===== src/rtl/sseg_scan_ctrl.sv =====
// Multiplexed seven-segment scan controller with a double-buffered display load.
// Define SSEG_LEADING_ZERO_BLANK_EN to darken leading zero digits (digit 0 is always shown).
module sseg_scan_ctrl #(
    parameter int N_DIGITS     = 4,
    parameter int PRESCALE     = 50000,
    parameter int BLANK_CYCLES = 16
) (
    input  logic                  clk,
    input  logic                  rst,
    input  logic                  en,
    input  logic                  load_valid,
    input  logic [4*N_DIGITS-1:0] load_value,
    input  logic [N_DIGITS-1:0]   load_dp,
    output logic                  load_ready,
    output logic [3:0]            bcd,
    output logic                  dp_n,
    output logic [N_DIGITS-1:0]   an,
    output logic                  frame_done
);

    localparam int CNT_W = $clog2(PRESCALE);
    localparam int IDX_W = $clog2(N_DIGITS);

    localparam logic [0:0] ST_BLANK = 1'b0;
    localparam logic [0:0] ST_SHOW  = 1'b1;

    localparam logic [CNT_W-1:0]    CNT_LAST = CNT_W'(PRESCALE - 1);
    localparam logic [CNT_W-1:0]    CNT_SHOW = CNT_W'(BLANK_CYCLES);
    localparam logic [IDX_W-1:0]    IDX_LAST = IDX_W'(N_DIGITS - 1);
    localparam logic [N_DIGITS-1:0] AN_ONE   = N_DIGITS'(1);

    logic [CNT_W-1:0]      cnt_q, cnt_d;
    logic [IDX_W-1:0]      idx_q, idx_d;
    logic [0:0]            state_q, state_d;
    logic [4*N_DIGITS-1:0] act_val_q, act_val_d, pend_val_q, pend_val_d;
    logic [N_DIGITS-1:0]   act_dp_q, act_dp_d, pend_dp_q, pend_dp_d;
    logic                  ready_q, ready_d;
    logic [N_DIGITS-1:0]   an_q, an_d;
    logic [3:0]            bcd_q, bcd_d;
    logic                  dp_n_q, dp_n_d;
    logic                  frame_q, frame_d;

    logic                  slot_end, frame_end, xfer;
    logic [3:0]            cur_nib;
    logic                  cur_dp;
    logic                  digit_dark;

    always_comb begin
        slot_end  = (cnt_q == CNT_LAST);
        frame_end = en && slot_end && (idx_q == IDX_LAST);
        xfer      = load_valid && ready_q;
    end

    // NOTE: every always_comb output gets a default first so no path leaves it unassigned (no latch).
    always_comb begin
        cnt_d   = cnt_q;
        idx_d   = idx_q;
        state_d = state_q;
        if (en) begin
            if (slot_end) begin
                cnt_d   = '0;
                state_d = ST_BLANK;
                idx_d   = (idx_q == IDX_LAST) ? '0 : idx_q + IDX_W'(1);
            end else begin
                cnt_d = cnt_q + CNT_W'(1);
                if (cnt_d == CNT_SHOW) begin
                    state_d = ST_SHOW;
                end
            end
        end
    end

    // Pending is only promoted at the frame boundary, so a frame never mixes two values.
    always_comb begin
        act_val_d  = act_val_q;
        act_dp_d   = act_dp_q;
        pend_val_d = pend_val_q;
        pend_dp_d  = pend_dp_q;
        ready_d    = ready_q;
        if (frame_end && !ready_q) begin
            act_val_d = pend_val_q;
            act_dp_d  = pend_dp_q;
            ready_d   = 1'b1;
        end else if (xfer) begin
            pend_val_d = load_value;
            pend_dp_d  = load_dp;
            ready_d    = 1'b0;
        end
    end

    always_comb begin
        cur_nib    = '0;
        cur_dp     = 1'b0;
        digit_dark = 1'b0;
        for (int i = 0; i < N_DIGITS; i++) begin
            if (idx_q == IDX_W'(i)) begin
                cur_nib = act_val_q[4*i +: 4];
                cur_dp  = act_dp_q[i];
            end
        end
`ifdef SSEG_LEADING_ZERO_BLANK_EN
        begin : lz_scan
            logic zero_above;
            zero_above = 1'b1;
            // Walk down from the top digit; a digit is dark while everything above it is blank too.
            for (int i = N_DIGITS - 1; i >= 1; i--) begin
                zero_above = zero_above && (act_val_q[4*i +: 4] == 4'h0) && !act_dp_q[i];
                if (idx_q == IDX_W'(i)) begin
                    digit_dark = zero_above;
                end
            end
        end
`endif
    end

    always_comb begin
        an_d    = '1;
        bcd_d   = bcd_q;
        dp_n_d  = 1'b1;
        frame_d = frame_end;
        if (en && state_q == ST_SHOW) begin
            bcd_d  = cur_nib;
            dp_n_d = ~cur_dp;
            if (!digit_dark) begin
                an_d = ~(AN_ONE << idx_q);
            end
        end
    end

    // NOTE: sequential state uses non-blocking assignments; the display buffers are reset too,
    // because a cleared display after reset is a visible requirement, not just a convenience.
    always_ff @(posedge clk) begin
        if (rst) begin
            cnt_q      <= '0;
            idx_q      <= '0;
            state_q    <= ST_BLANK;
            act_val_q  <= '0;
            act_dp_q   <= '0;
            pend_val_q <= '0;
            pend_dp_q  <= '0;
            ready_q    <= 1'b1;
            an_q       <= '1;
            bcd_q      <= '0;
            dp_n_q     <= 1'b1;
            frame_q    <= 1'b0;
        end else begin
            cnt_q      <= cnt_d;
            idx_q      <= idx_d;
            state_q    <= state_d;
            act_val_q  <= act_val_d;
            act_dp_q   <= act_dp_d;
            pend_val_q <= pend_val_d;
            pend_dp_q  <= pend_dp_d;
            ready_q    <= ready_d;
            an_q       <= an_d;
            bcd_q      <= bcd_d;
            dp_n_q     <= dp_n_d;
            frame_q    <= frame_d;
        end
    end

    assign load_ready = ready_q;
    assign bcd        = bcd_q;
    assign dp_n       = dp_n_q;
    assign an         = an_q;
    assign frame_done = frame_q;

endmodule


===== config.mk =====
export PLATFORM = sky130hd
export DESIGN_NAME = sseg_scan_ctrl
export DESIGN_NICKNAME = d
export VERILOG_FILES = /design/src/rtl/sseg_scan_ctrl.sv
export SDC_FILE = /design/constraint.sdc
export NUM_CORES = 1
export LEC_CHECK = 0
export CAP_MARGIN = 20
export CORE_MARGIN = 2
export CORE_UTILIZATION = 56
export DETAILED_ROUTE_END_ITERATION = 6
export GPL_ROUTABILITY_DRIVEN = 1
export PLACE_DENSITY = 0.79
export SYNTH_ARGS = -nofsm -noshare
export SYNTH_HDL_FRONTEND = slang
export SYNTH_SLANG_ARGS = --single-unit

===== constraint.sdc =====
create_clock -name clk -period 2.17 [get_ports clk]
set_input_delay 0.434 -clock clk [delete_from_list [all_inputs] [get_ports clk]]
set_output_delay 0.434 -clock clk [all_outputs]
set_load 0.01 [all_outputs]

==> impl_metrics.tcl <==
set metrics [dict create \
    status "finished, final reports clean" \
    dp.final_hpwl_um 4880 \
    seq_area_frac_synth_pct 44.8 \
    synth_seq_cells 70 \
    start_util_pct 57.5 \
    avgViaCountPerCell 5.57 \
    synth_edf_count 0 \
    postCtsHoldBufs 0 \
    worstPathArrival_ns 2.24 \
    fin_crit_ns 1.95 \
    synth_area_leaders "dfxtp_1 45%, nand2_1 14%, a21oi_1 11%" \
    netlist_area_um2 3130 \
    whs_path_depth 2 \
    wire_per_inst_um 13.6 \
    netlist_top_cells_count "113 x nand2_1, 70 x dfxtp_1, 66 x a21oi_1" \
    drc_errors 0 \
    clock-sinks 70 \
    core-area_um2 5440 \
    relSlewSlack_pct 57.0 \
    path_max_fanout 10 \
    htreeDepth 3 \
    rows 27 \
    path_class "register to register" \
    ant_nets 0 \
    worstMarginPinSlew_ns 0.643 \
    post_dp_cell_area_um2 3560 \
    crit_family "simple AND/OR/NAND/NOR gates" \
    rsz0062_at_grt "no" \
    clkSlewWorstSetupHoldPaths_ns 0.07 \
    pin_count 35 \
    grt_pass1_wl_um 12000 \
    syn_nets 433 \
    nets 470 \
    setup_tns_ns 0 \
    r2r_slack_ns 0.22 \
    grt_pass1_vias 2626 \
    crit_path_start_kind "register" \
    syn_area_per_cell_um2 7.74 \
    fin_crit_sh_pct 89.9 \
    die_x_um 78.7 \
    die_h_um 78.7 \
    vias 2878 \
    r2r-start "cnt_q[3]" \
    setup_violations 0 \
    max_stage_delay_ns 0.52 \
    root_buffer "clkbuf_8" \
    die-area_um2 6200 \
    p_total_mw 2.47 \
    synth_ff_type "dfxtp_1" \
    critPathCaptureType "register" \
    async_reset_ff_share_pct 0 \
    drv_slew 0 \
    grt_max_degree 37 \
    finClkSkew_ns 0.00440 \
    crit_chain "nand3_2 -> nor4_1 -> a31oi_1 -> nor4_1 -> o21a_1" \
    n_antenna_cell 0 \
    synthMostInstantiatedCell "nand2_1" \
    setup_slack_ns 0.218 \
    critPathBufInv 0 \
    hold_path.class "register to register" \
    port_buffers 34 \
    wl_um 7010 \
    fin_util_pct 68.9 \
    min_from "act_val_q[0]" \
    drtIter0Drc 153 \
    holdPathEnd "act_val_q[0]" \
    drv_cap 0 \
    cp.required_ns 2.46 \
    yosys_warnings 0 \
    antenna_found_initial 0 \
    cts_buffers 9 \
    p_leak_nw 1.29 \
    cpMostUsedCell "nor4_1" \
    grt_overflow 0 \
    gp_congestion 0.953 \
    synthCells 404 \
    r2r-end "state_q" \
    rr_worst_depth 5 \
    timing.fmax_mhz 512 \
    drive_above_1_share_pct 9.66 \
    drt_first_pass_iters 4 \
    clk_latency_ns 0.34 \
    grt_usage_pct 24.4 \
    ys_types 43 \
    synth_top_area_share_pct 44.8 \
    cts_buffer_depth 2 \
    pwr_density_cell_nw_per_um2 659 \
    yosysTopAreaCell "dfxtp_1" \
    hold_violations 0 \
    slowest_stage "nor4_1" \
    tritoncts "done" \
    stdcell_area_um2 3750 \
    area.growth.synth_to_final_pct 19.8 \
    dp_slack_ns 0.0919 \
    ir_drop_mv 0.489 \
]
-- kinds of logic (layout without fill, tap and decap cells) --
| family | count (synthesis) | after routing | share of synthesized area, % |
|---|---|---|---|
| DFF | 70 | 70 | 44.8 |
| and+or+nand+nor | 196 | 196 | 30.7 |
| buffers and inverters | 31 | 72 | 4.56 |
| AOI/OAI and AO/OA | 96 | 96 | 16.2 |
| adders and majority gates | 5 | 5 | 2.00 |
| xor gates and xnor gates | 6 | 6 | 1.68 |
-- per-stage QoR --
step	cells	hold WS, ns
final	517	0.455
after CTS	517	0.455
after floorplan	404	0.432
after detailed placement	502	0.446
after global placement	502	0.440
after global routing	517	0.466
-- report_power, final --
part           leakage, nW  total [mW]  switching (mW)  internal [mW]
Combinational        0.626       0.146          0.0743         0.0716
Sequential           0.568        1.33          0.0157           1.31
Clock               0.0931       0.996           0.472          0.524
-- registers in the layout (all words and copies together) (netlist names) --
signal,cells
act_val_q,16
cnt_q,16
pend_val_q,16
act_dp_q,4
an,4
bcd,4
pend_dp_q,4
idx_q,2
dp_n,1
frame_done,1
load_ready,1
state_q,1
-- worst register-to-register path: cells and delay by family (launching register included) --
family	cells	cell delay [ns]
compound gates	2	0.31
simple gates	3	1.11
flops	1	0.48
-- layer usage --
layer | track usage, % | vias up | part of all wire, %
li1 | - | 1455 | -
met4 | 10.2 | 0 | 2.0
met1 | 31.6 | 1327 | 45
met2 | 39.7 | 81 | 48
met5 | 0 | - | 0
met3 | 5.23 | 15 | 4.9
-- final cells by class --
type / count / area [um^2]
clock buffer: 11 / 131
clock inverter: 4 / 48.8
fill: 478 / 1690
inverter: 6 / 22.5
multi-input combinational: 303 / 1590
sequential: 70 / 1400
tap: 72 / 90.1
timing repair buffer: 51 / 463
-- layout by cell type, fill, tap and decap left out, types with 2 or more instances in the layout --
cell	count
o21ai_0	18
nor3_1	8
clkbuf_1	2
a21oi_1	66
xnor2_1	3
clkinv_2	2
o211ai_1	6
and3_1	3
nand4_1	3
and2_1	3
buf_4	17
or3_1	3
clkbuf_8	9
inv_1	6
nor4_1	4
nor4b_2	2
clkdlybuf4s50_1	33
nand4_2	3
nor2_1	23
nand3_1	4
nand2_1	113
nand3b_1	9
xor2_1	3
a31oi_1	2
ha_1	5
dfxtp_1	70
or4_1	4
-- timing repair --
| item | CTS | global route |
|---|---|---|
| setup buffers | 0 | 0 |
| resized for setup | 0 | 1 |
| setup endpoints to repair | 0 | 1 |
-- worst max-delay path by stage --
| stage | from | end | slack [ns] | cells after the start |
|---|---|---|---|---|
| detailed placement | en | act_val_q[6] | 0.09 | 6 |
| floorplan | cnt_q[0] | cnt_q[12] | 0.37 | 6 |
| global route | cnt_q[3] | state_q | 0.007 | 5 |
| CTS | cnt_q[3] | state_q | 0.19 | 5 |
| global placement | en | state_q | 0.08 | 7 |
| finish | cnt_q[3] | state_q | 0.22 | 5 |
No activity file was read; power rests on OpenSTA's default activity.
